<file path="src/rtl/msfsm_pkg.sv">
// Shared constants for the MSFSM transition-barrier arbiter slice.
package msfsm_pkg;

  // Upper bounds on the arbitrated transitions and observed places.
  localparam int MSFSM_MAX_TRANS  = 16;
  localparam int MSFSM_MAX_PLACES = 16;

  // Width of the round-robin pointer, sized for MSFSM_MAX_TRANS.
  localparam int MSFSM_PTR_W = $clog2(MSFSM_MAX_TRANS);

  // Width of the stall watchdog counter.
  localparam int MSFSM_WD_W = 16;

endpackage : msfsm_pkg

</file>
<file path="src/rtl/msfsm_rr_select.sv">
// Round-robin greedy selector: walks the enabled transitions starting at
// rr_ptr_i (wrapping) and keeps each one that conflicts with none already
// kept, yielding a maximal non-conflicting set. Purely combinational.
module msfsm_rr_select
  import msfsm_pkg::*;
#(
  parameter int N_TRANS = 8
) (
  input  logic [N_TRANS-1:0]         enable_i,
  input  logic [N_TRANS*N_TRANS-1:0] conflict_i,
  input  logic [MSFSM_PTR_W-1:0]     rr_ptr_i,
  output logic [N_TRANS-1:0]         select_o
);

  logic [N_TRANS-1:0] sel;

  // Greedy scan in rotated order; row j of conflict_i lists the rivals of j.
  always_comb begin
    // NOTE: every variable written here gets a default first, so no path
    // leaves it holding its old value and no latch is inferred.
    sel = '0;
    for (int i = 0; i < N_TRANS; i++) begin
      for (int j = 0; j < N_TRANS; j++) begin
        if (((int'(rr_ptr_i) + i) % N_TRANS) == j && enable_i[j] &&
            ((conflict_i[j*N_TRANS +: N_TRANS] & sel) == '0)) begin
          sel[j] = 1'b1;
        end
      end
    end
    select_o = sel;
  end

endmodule : msfsm_rr_select

</file>
<file path="config.mk">
export PLATFORM = sky130hd
export DESIGN_NAME = msfsm_rr_select
export DESIGN_NICKNAME = d
export VERILOG_FILES = /design/src/rtl/msfsm_pkg.sv /design/src/rtl/msfsm_rr_select.sv
export SDC_FILE = /design/constraint.sdc
export NUM_CORES = 1
export LEC_CHECK = 0
export ABC_AREA = 1
export CAP_MARGIN = 25
export CORE_MARGIN = 3
export CORE_UTILIZATION = 50
export DETAILED_ROUTE_END_ITERATION = 6
export GPL_TIMING_DRIVEN = 0
export PLACE_DENSITY = 0.85
export SLEW_MARGIN = 20
export SYNTH_ARGS = -nofsm -noshare
export SYNTH_HDL_FRONTEND = slang
export SYNTH_SLANG_ARGS = --single-unit
</file>
<file path="constraint.sdc">
create_clock -name vclk -period 55.9
set_clock_uncertainty 0.05 [all_clocks]
set_input_delay 11.18 -clock vclk [all_inputs]
set_output_delay 11.18 -clock vclk [all_outputs]
set_load 0.05 [all_outputs]
</file>
==> results.cfg <==
[floorplan]
dieArea_um2 = 7390
rows = 28
ios = 84
design.core.area_um2 = 6060
initial_core_util = 0.528
die_height_um = 86.0
die_x_um = 86.0

[power]
finalPower_mw = 0.0450
irDropWorstVdd_mv = 0.0111
p_leak_nw = 1.62
power_density_nw_per_um2 = 11.1

[layout]
drive_gt1_frac = 0.153
final_cell_mix = nand2_1 (219), inv_1 (79), clkdlybuf4s50_1 (77)
area_growth_pct = 27.0
seq_cells = 0
final_common_cell = nand2_1
clockBufferCount = 0
multi_input_area_um2 = 2790
nets = 782
regArea_um2 = 0
post-route-util = 0.671
fill_cells = 626
n_antenna_cell = 0
instances_no_fill = 776

[logic_synthesis]
ys_top_cells_by_area = nand2_1 (26%), nand2_2 (12%), a21oi_1 (9.4%)
yosys.area.top_type = nand2_1
ys_types = 28
yosysWarnings = 0
synth_top_cell_area_share = 0.257
synth_nets = 703
synthCells = 624
synth-seq-area-share = 0
syn_avg_cell_area_um2 = 5.13
netlist_area_um2 = 3200

[timing]
rsz0062_at_grt = no
slew_viol_final = 0
hold_viol_final = 0
setup_violations = 0
period_minus_slack_ns = 40.46
worst_pin_slew_ns = 0.633
worst_slack_ns = 15.44
tns_ns = 0
fmax_ghz = 0.0247
timing.final.crit_share = 0.724
slew_headroom = 0.576

[place]
gp_congestion = 1.15
place_hpwl_um = 13500
port-buffer-count = 77
dp_cells = 776
post-place-ws_ns = 16.46

[critical_path]
start_kind = primary input
cpMostUsedCell = nand2_1
worstSetupPathType = in2out
crit_fanout = 9
slowest_stage = clkdlybuf4s50_1
cp_num_buf_inv = 5
end_kind = output port
cp.required_ns = 44.67
arrival_ns = 29.23
crit_family = simple AND/OR/NAND/NOR gates
max_stage_delay_ns = 0.81

[drt]
drc = 0
drt_first_pass_iters = 6
drt_first_iter_violations = 968
vias = 5306
drt-wirelength-per-cell_um = 21.7
postRouteAntennaNets = 0
avgViaCountPerCell = 6.84
drt-total-wl_um = 16900

[global_route]
grt_pass1_wl_um = 25900
antenna_found_initial = 0
grt_pass1_vias = 4927
grt_usage = 0.446
overflow = 0
grt_max_degree = 12

[clock_tree]
cts-resized-gates = 0
cts_setup_buffers = 0
ctsHoldBuffers = 0

[run]
maxCapViolCount = 0

[status]
outcome = completed

[min_path]
min_path_type = in2out
power breakdown:
| group | switching, mW | internal, mW |
|---|---|---|
| combinational | 0.0316 | 0.0134 |
| sequential | 0 | 0 |
| clock | 0 | 0 |
per-stage QoR:
step | instance area (µm²) | hold WS, ns
finish | 4060 | 23.37
global route | 4060 | 23.43
CTS | 4060 | 23.36
detailed placement | 4060 | 23.36
global placement | 4060 | 23.36
floorplan | 3200 | 22.55
synth_stat cells, types with 6 or more instances:
| master | number |
|---|---|
| nand2_1 | 219 |
| inv_1 | 79 |
| a21oi_1 | 60 |
| nand2_2 | 59 |
| nor2_1 | 29 |
| o2111ai_1 | 28 |
| nand3_1 | 20 |
| a221oi_1 | 18 |
| inv_2 | 16 |
| nand2_4 | 16 |
| o211ai_1 | 14 |
| nand4_1 | 12 |
| nor2_2 | 9 |
| o21ai_0 | 7 |
| a2111oi_0 | 6 |
cells by family (layout without fill, tap and decap cells):
kind of cell	count (synthesis)	after routing	share of synthesized area
AND/OR/NAND/NOR	371	371	0.550
AO/OA/AOI/OAI	146	146	0.311
adder cells (fa/ha/maj)	3	3	0.0117
buffers and inverters	104	181	0.127
final timing paths:
kind                            from           to  slack, ns  cells after the start
worst max-delay path     rr_ptr_i[0]  select_o[7]      15.44                    177
worst min-delay path  conflict_i[35]  select_o[4]      23.37                      5
tightest hold or removal path: cells and delay by family:
family	cells	cell delay [ns]
and+or+nand+nor	3	0.20
buffers and inverters	2	0.85
layer usage:
metal | global-route usage | wire length [µm] | up-vias
li1 | - | - | 2277
met1 | 0.563 | 5700 | 2270
met2 | 0.678 | 6950 | 614
met3 | 0.124 | 3030 | 145
met4 | 0.247 | 1180 | 0
met5 | 0 | 0 | -
layout make-up:
cell class	instances	share of cell area
Buffer	7	0.0108
Inverter	97	0.0896
Multi-Input combinational cell	520	0.687
Tap cell	75	0.0231
Timing Repair Buffer	77	0.190
(Power assumes the default switching activity.)
==> variant (same flow settings) <==
The parameter `N_TRANS` goes from 8 to 9.
--- a/src/rtl/msfsm_rr_select.sv
+++ b/src/rtl/msfsm_rr_select.sv
@@ -4,7 +4,7 @@
 module msfsm_rr_select
   import msfsm_pkg::*;
 #(
-  parameter int N_TRANS = 8
+  parameter int N_TRANS = 9
 ) (
   input  logic [N_TRANS-1:0]         enable_i,
   input  logic [N_TRANS*N_TRANS-1:0] conflict_i,
Ports: changed (resized conflict_i, enable_i and select_o); port bits go from 84 to 103. No check against the original RTL was run, so the function may have changed too.
==> variant against the unedited design <==
The run now ends with DRC left. Combinational power grew to 3.2 times the old value. Synthesized area grew to 3.1 times the old value. Final area grew to 2.6 times the old value. Wire length grew to 3.0 times the old value. Total power grew to 3.2 times the old value. Worst setup slack lost 6200 ps. Critical path type unchanged.
==> variant: results (changes against the unedited design) <==
Min-Delay Path Class - primary input to output port
via/cell ratio - 6.52 (-4.7%)
CP max-delay cell - clkdlybuf4s50_1
Max FO, Critical Path - 10 (+1)
GP Congestion - 1.11 (-3.1%)
Synth Net Count - 1865 (+170%)
max-cap violations - 0 (unchanged)
post-route insts no fill - 2043 (+160%)
top post-synthesis cells by area - nand2_1, nand2_2, inv_1
post-cts sizing count - 0 (unchanged)
GRT Resource Usage Total - 0.456 (+0.00994)
Top delay family on crit path - simple AND/OR/NAND/NOR gates
violated checks - DRC
Leak - 4.37 nW (+170%)
YS warnings - 0 (unchanged)
fillers - 1912 (+210%)
status - finished with violations
critical path's largest stage delay - 790 ps (-20 ps)
seq_cells - 0 (unchanged)
Pre-antenna DRT Iters - 7 (+1)
WL final - 51000 µm (+200%)
drc violations - 7 (+7)
sequential area share after synthesis - 0 (unchanged)
worst slack, placed - 10360 ps (-6100 ps)
Slew HR - 0.257 (-0.319)
clk_buf instances - 0 (unchanged)
Hold Path Stages - 5 (unchanged)
hpwl dp - 41500 µm (+210%)
Synth cell types - 61 (+120%)
DP Area - 10700 µm² (+160%)
synth cell count leaders - nand2_1, inv_1, nand2_2, a21oi_1, nor2_1
ANT cells - 0 (unchanged)
peak supply drop - 0.00885 mV (-20%)
first-pass GRT wire length - 76800 µm (+200%)
Starting DRT DRC Count - 1663 (+72%)
initial antenna violation count - 0 (unchanged)
Final Max Tran Viols - 0 (unchanged)
largest net degree at the start of global routing - 15 (+3)
syn avg cell area - 5.69 µm² (+11%)
Post-CTS Setup Bufs - 0 (unchanged)
Port Buffers - 59 (-23%)
number of global-route vias before repair - 12600 (+160%)
share of cells above drive strength 1 - 0.174 (+0.0212)
## variant: path summary, 6_finish.rpt
| path | from | to | slack, ps |
|---|---|---|---|
| worst max-delay path | rr_ptr_i[0] | select_o[8] | 9230 |
| worst min-delay path | conflict_i[78] | select_o[8] | 23270 |
## variant: routing by layer
metal	wire (µm)	share of wire	track usage
met5	0	0	0
met3	6200	0.12	0.110
met1	18800	0.37	0.562
met2	21700	0.43	0.712
met4	4290	0.084	0.286
## variant: area by class of cell
class | instances | area [µm²] | share of cell area
Buffer | 54 | 357 | 0.0332
Inverter | 268 | 1020 | 0.0954
Multi-Input combinational cell | 1400 | 8420 | 0.785
Tap cell | 260 | 325 | 0.0303
Timing Repair Buffer | 61 | 607 | 0.0565
## variant: kinds of logic (layout without fill, tap and decap cells)
kind of cell               Yosys count  after routing  share of synthesized area
and+or+nand+nor                    925            925                      0.496
xor gates and xnor gates            34             34                     0.0312
buffers and inverters              322            383                      0.141
adders and majority gates           49             49                     0.0626
AOI/OAI and AO/OA                  392            392                      0.269
## variant: metrics by stage
| stage | hold slack [ps] | power, W |
|---|---|---|
| after global placement | 23270 | 0.000134 |
| after detailed placement | 23270 | 0.000136 |
| after CTS | 23270 | 0.000136 |
| after floorplan | 22640 | 0.0000926 |
| after global routing | 23340 | 0.000153 |
| final | 23270 | 0.000144 |
## variant: power by group
| part | switching, W | internal, W |
|---|---|---|
| clock network | 0 | 0 |
| registers | 0 | 0 |
| logic | 0.000106 | 0.0000378 |
